File: config.mk
export PLATFORM = sky130hd
export DESIGN_NAME = dcache_flush_ctrl
export DESIGN_NICKNAME = d
export VERILOG_FILES = /design/src/rtl/dcache_flush_ctrl.sv
export SDC_FILE = /design/constraint.sdc
export NUM_CORES = 1
export LEC_CHECK = 0
export CORE_AREA = 2 2 547 549
export CTS_BUF_LIST = sky130_fd_sc_hd__clkbuf_8
export DETAILED_ROUTE_END_ITERATION = 6
export DIE_AREA = 0 0 549 551
export PLACE_DENSITY = 0.3
export SETUP_SLACK_MARGIN = 0.1
export SLEW_MARGIN = 20
export SYNTH_ARGS = -nofsm -noshare
export SYNTH_HDL_FRONTEND = slang
export SYNTH_SLANG_ARGS = --single-unit
File: constraint.sdc
create_clock -name clk_i -period 17.7 [get_ports clk_i]
set_input_delay 3.54 -clock clk_i [delete_from_list [all_inputs] [get_ports clk_i]]
set_output_delay 3.54 -clock clk_i [all_outputs]
set_load 0.01 [all_outputs]
File: src/rtl/dcache_flush_ctrl.sv
// dcache_flush_ctrl: write-back flush sequencer and Data_Memory port arbiter for the 2-way 16-set dcache.
// Idle it passes dcache controller traffic through; on request it writes back every valid dirty line.
module dcache_flush_ctrl (
    input  logic         clk_i,
    input  logic         rst_i,
    input  logic         flush_req_i,
    output logic         flush_busy_o,
    output logic         flush_done_o,
    output logic         cpu_stall_o,
    output logic [5:0]   flushed_cnt_o,
    output logic [3:0]   sram_idx_o,
    output logic         sram_way_o,
    input  logic [24:0]  sram_tag_i,
    input  logic [255:0] sram_data_i,
    output logic         sram_we_o,
    output logic [24:0]  sram_tag_o,
    input  logic         dc_mem_enable_i,
    input  logic         dc_mem_write_i,
    input  logic [31:0]  dc_mem_addr_i,
    input  logic [255:0] dc_mem_data_i,
    output logic         dc_mem_ack_o,
    output logic [255:0] dc_mem_data_o,
    output logic         mem_enable_o,
    output logic         mem_write_o,
    output logic [31:0]  mem_addr_o,
    output logic [255:0] mem_data_o,
    input  logic         mem_ack_i,
    input  logic [255:0] mem_data_i
);
    typedef enum logic [2:0] {IDLE, SCAN, WB, CLEAN, DONE} state_t;
    state_t       state_q, state_d;
    logic         pend_q, pend_d;
    logic [4:0]   e_q, e_d;
    logic [5:0]   cnt_q, cnt_d;
    logic [31:0]  addr_q, addr_d;
    logic [255:0] data_q, data_d;
    logic [24:0]  tag_q, tag_d;
    logic         idle;

    always_ff @(posedge clk_i or posedge rst_i) begin
        if (rst_i) begin
            state_q <= IDLE;
            pend_q  <= 1'b0;
            e_q     <= '0;
            cnt_q   <= '0;
            addr_q  <= '0;
            data_q  <= '0;
            tag_q   <= '0;
        end else begin
            state_q <= state_d;
            pend_q  <= pend_d;
            e_q     <= e_d;
            cnt_q   <= cnt_d;
            addr_q  <= addr_d;
            data_q  <= data_d;
            tag_q   <= tag_d;
        end
    end

    always_comb begin
        state_d = state_q;
        pend_d  = pend_q;
        e_d     = e_q;
        cnt_d   = cnt_q;
        addr_d  = addr_q;
        data_d  = data_q;
        tag_d   = tag_q;
        case (state_q)
            // an in-flight dcache transfer owns the port until it drops enable
            IDLE: begin
                if (pend_q && !dc_mem_enable_i) begin
                    state_d = SCAN;
                    pend_d  = 1'b0;
                    e_d     = '0;
                    cnt_d   = '0;
                end else if (flush_req_i) begin
                    pend_d = 1'b1;
                end
            end
            SCAN: begin
                if (sram_tag_i[24] && sram_tag_i[23]) begin
                    state_d = WB;
                    addr_d  = {sram_tag_i[22:0], e_q[3:0], 5'b0};
                    data_d  = sram_data_i;
                    tag_d   = sram_tag_i;
                end else if (e_q == 5'd31) begin
                    state_d = DONE;
                end else begin
                    e_d = e_q + 5'd1;
                end
            end
            WB: state_d = mem_ack_i ? CLEAN : WB;
            CLEAN: begin
                cnt_d   = cnt_q + 6'd1;
                state_d = (e_q == 5'd31) ? DONE : SCAN;
                e_d     = (e_q == 5'd31) ? e_q : e_q + 5'd1;
            end
            DONE: state_d = IDLE;
            default: state_d = IDLE;
        endcase
    end

    assign idle          = state_q == IDLE;
    assign flush_busy_o  = pend_q || !idle;
    assign cpu_stall_o   = flush_busy_o;
    assign flush_done_o  = state_q == DONE;
    assign flushed_cnt_o = cnt_q;
    assign sram_way_o    = e_q[4];
    assign sram_idx_o    = e_q[3:0];
    assign sram_we_o     = state_q == CLEAN;
    assign sram_tag_o    = {tag_q[24], 1'b0, tag_q[22:0]};
    assign mem_enable_o  = idle ? dc_mem_enable_i : state_q == WB;
    assign mem_write_o   = idle ? dc_mem_write_i : state_q == WB;
    assign mem_addr_o    = idle ? dc_mem_addr_i : addr_q;
    assign mem_data_o    = idle ? dc_mem_data_i : data_q;
    assign dc_mem_ack_o  = idle && mem_ack_i;
    assign dc_mem_data_o = mem_data_i;
endmodule

* Yosys cells after proc, flatten, opt, wreduce, memory -nomap -nowiden
Cells that the tools add are included.
** Operators by class
- Add/sub/neg operators :: 2
- Equality and inequality tests :: 8
- Multiplexer cells :: 18
- Reductions and logical operators :: 15
** Operators with widths (count)
- $mux W256 :: 1
- $mux W32 :: 1
- $mux W5 :: 3
- $pmux W5 S3 :: 1
- $mux W3 :: 4
- $pmux W3 S4 :: 1
- $pmux W6 S2 :: 1
- $reduce_and A2 Y1 :: 4
- $add A6 B1 Y6 const B :: 1
- $eq A3 B2 Y1 const B :: 2
- $mux W6 :: 1
- $add A5 B1 Y5 const B :: 1
- $eq A5 B5 Y1 const B :: 1
- $mux W1 :: 5
- $reduce_bool A2 Y1 :: 2
- $eq A3 B1 Y1 const B :: 1
- $eq A3 B3 Y1 const B :: 1
- $logic_and A1 B1 Y1 :: 3
- $logic_not A3 Y1 :: 1
- $ne A3 B3 Y1 const B :: 1
- $reduce_and A3 Y1 :: 1
- $reduce_bool A3 Y1 :: 1
- $logic_not A1 Y1 :: 2
- $ne A2 B1 Y1 const B :: 1
- 2 further kinds :: 2
** Word-level totals
- Logic and storage cells :: 50
- Bits in registers :: 323

* Depth between registers and ports, before layout
- Depth in word-level cells :: 4
- Mapped depth :: 7
- Gate-level depth less buffers :: 7

* Worst setup path before layout
Ideal clock, no wire load.
- Kind :: in2out
- From :: in dc_mem_enable_i
- To :: out mem_enable_o
- Stages :: 2
- Slack :: 10.333 ns
- Path buffers :: 0
- Data required time :: 14.160 ns
- Arrival time :: 3.827 ns
- Path through :: nor2_1 -> nor3_1
** Between the ends
- Word-level cells in the longest chain between the ends :: 1
** Ends and longest elaborated chain
- from (decl) :: line 17 : input logic dc_mem_enable_i,
- $mux W1 :: line 112 : assign mem_enable_o = idle ? dc_mem_enable_i : state_q == WB;
- to (decl) :: line 23 : output logic mem_enable_o,
No other way between the ends.

* Final worst setup path
Ends and elaborated chain as after synthesis.

==> impl_metrics.csv <==
group,metric,value,unit
clocking,cts_max_level,3,
yosys,synthDominantAreaCellType,"dfrtp_1",
clocking,cts-buffers-inserted,75,
cells_and_area,layout.cells.most_common,"clkdlybuf4s50_1",
cells_and_area,mostFrequentLayoutCells,"clkdlybuf4s50_1, nand2_1, dfrtp_1",
worst_setup_path,setup.worst_path.start_class,"input pin",
detailed_routing,drt_pre_antenna_iters,5,
sta,fin_worst_skew,62.4,ps
sta,setup_violations,0,
yosys,synth_area_per_cell,9.00,um^2
detailed_routing,postRouteAntennaNets,0,
clocking,cts.repair.resized,0,
cells_and_area,layout.cells.non_filler,6524,
sta,max-slew-margin-rel,34.1,%
floorplan,start_util,5.73,%
yosys,syn_nets,2722,
global_route,grt_overall_usage,9.05,%
worst_setup_path,crit_arrival,5610,ps
detailed_routing,detail_route.wl_per_cell,21.8,um
worst_setup_path,worst-setup-path-type,"input pin to output pin",
cells_and_area,fraction_of_final_layout_cells_sized_beyond_drive_strength_1,16.3,%
detailed_routing,drt_iter0_drc,632,
global_route,antenna_found_initial,130,
global_route,first_pass_grt_wire_length,178,mm
floorplan,dieHeight,551,um
clocking,tritoncts_num_sinks,299,
sta,max_clock_freq,0.109,GHz
floorplan,die_width,549,um
cells_and_area,final_design_instance_area_without_fill,0.0301,mm^2
sta,final_hold_viol_count,0,
yosys,synth_seq_area_share,44.1,%
sta,fin_crit,9150,ps
cells_and_area,area_overhead_of_the_layout_relative_to_synthesis,77.0,%
detailed_routing,drcViolationCount,0,
sta,layout_setup_ws,8550,ps
min_path,worst_hold_path_type,"register to register",
worst_setup_path,path_max_fanout,2,
global_route,grt_overflow,0,
place,gp_congestion,0.767,
yosys,yosysWarnings,0,
floorplan,rows,200,
yosys,synth_seq_cells,299,
floorplan,core,0.296,mm^2
run_status,run_status,"completed",
place,post-place-ws,8440,ps
pwr,power.density,162,mW/mm^2
clocking,postCtsSetupBuffers,0,
yosys,netlist_top_cells_area,"dfrtp_1, nand2_1, mux2_2, buf_4, buf_2",
sta,slew_violations,0,
worst_setup_path,worstPathRequired,14160,ps
pwr,leakage,12.0,nW
sta,rsz0062_at_grt,"false",
sta,hold_ws,465,ps
global_route,maximum_number_of_pins_on_one_net_before_global_route_repair,91,
cells_and_area,nNetsFinal,3351,
detailed_routing,vias_per_cell,2.43,
yosys,postSynthCellCount,1888,
clocking,cts_max_path_buffers,4,
clocking,clock_insertion_delay_worst_skew,840,ps
sta,fin_tns_setup,0,ps
yosys,mappedNetlistArea,0.0170,mm^2
clocking,cts_hold_buffers,0,
sta,worstMarginPinSlew,989,ps
place,total_half_perimeter_wirelength_after_legalization_and_detailed_placement,119,mm
floorplan,floorplan.die_area,0.302,mm^2
clocking,cts_tree,"built",
clocking,cts.root.buffer_cell,"clkbuf_8",
place,io_buffer_count,904,
place,dp.cells,6379,
sta,post-route-period-util,51.7,%
job,maxCapViolCount,0,
clocking,cts.reportedPaths.clkPinSlew,50,ps
pwr,peakVddDrop,0.0704,mV
yosys,yosysUniqueCellTypes,32,
worst_setup_path,timing.critical_path.to_type,"output pin",
detailed_routing,drt_wl_total,142,mm
global_route,grt_pass1_vias,16500,
detailed_routing,num_vias,15900,
place,placed_area,0.0286,mm^2
floorplan,num_io_pins,1418,
yosys,netlist.area_leader.share,44.1,%
==> state kept, by name, indices dropped and copies added, names as in the netlist <==
signal and cells:
state_q 3, addr_q 4, data_q 256, pend_q 1
flushed_cnt_o 6, e_q 5, tag_q 24
==> Yosys cell counts <==
master       n
dfrtp_1    299
clkbuf_1     7
nor3_4       1
mux2_2     283
a32o_1       2
buf_1        1
nand3b_1     2
a21oi_1      6
and2b_1      1
nand2b_1     3
or4_1        3
buf_2       62
a2bb2oi_1    1
ha_1         3
conb_1       1
clkinv_1     1
a21boi_1     1
and2_1       6
and3b_1      1
nand2_1    858
o21ai_0      7
mux2i_1      2
and3_1       3
buf_4      308
or2_0        1
nand4_1      3
nand3_1      6
nor3_1       2
nor3b_1      2
nor2_1       9
nor2b_1      2
inv_1        1
==> critical path, cell delays in order <==
cell and delay [ps]:
clkdlybuf4s50_1 570, nor2_1 70, nor3_2 600, clkdlybuf4s50_1 810
==> per-stage QoR <==
stage | power [mW] | util [%]
2_1_floorplan | 2.49 | -
3_3_place_gp | 4.09 | 9.63
3_5_place_dp | 4.08 | 9.64
4_1_cts | 5.06 | 10.1
5_1_grt | 5.26 | 10.1
6_report | 4.87 | 10.1
==> worst paths after layout <==
path / startpoint / endpoint / slack, ps / cells past startpoint
max in group asynchronous: rst_i / data_q[62]$_DFFE_PP0P_ / 12510 / 4
max: dc_mem_enable_i / mem_enable_o / 8550 / 4
min reg2reg: data_q[24]$_DFFE_PP0P_ / data_q[24]$_DFFE_PP0P_ / 470 / 2
min: data_q[24]$_DFFE_PP0P_ / data_q[24]$_DFFE_PP0P_ / 470 / 2
max reg2reg: state_q[0]$_DFFE_PP0P_ / data_q[152]$_DFFE_PP0P_ / 13790 / 8
min in group asynchronous: rst_i / data_q[188]$_DFFE_PP0P_ / 3240 / 2
==> metal layers <==
metal | vias up | GRT usage, % | wire [um]
met5 | - | 0 | 345
met4 | 46 | 4.03 | 7350
met3 | 434 | 4.33 | 16300
met2 | 1032 | 14.0 | 60800
met1 | 7332 | 10.6 | 57300
li1 | 7006 | - | -
==> power breakdown <==
part	switching [mW]	internal, mW	total, mW
Combinational	1.33	1.39	2.72
Sequential	0.263	1.00	1.26
Clock	0.400	0.486	0.886
Total	1.99	2.88	4.87
==> cells by family (layout without fill, tap and decap cells) <==
family                     after synthesis  count (layout)  synth area share (%)
muxes                                  285             285                  18.9
adders and majority gates                3               3                 0.221
DFF                                    299             299                  44.1
buffers and inverters                  380            1058                  15.7
other                                    1              20                0.0221
AOI/OAI and AO/OA                       17              17                 0.597
and+or+nand+nor                        903             903                  20.6
==> area by class of cell <==
class	count	area, um^2
diodes	19	47.5
clock buffers	94	1290
clock inverters	32	158
fillers	34400	266000
inverters	2	15.0
multi-input cells	1209	6870
flip-flops and latches	299	7480
well taps	3939	4930
repair buffers	930	9260
Note: power is estimated with default switching activity, not from simulation.
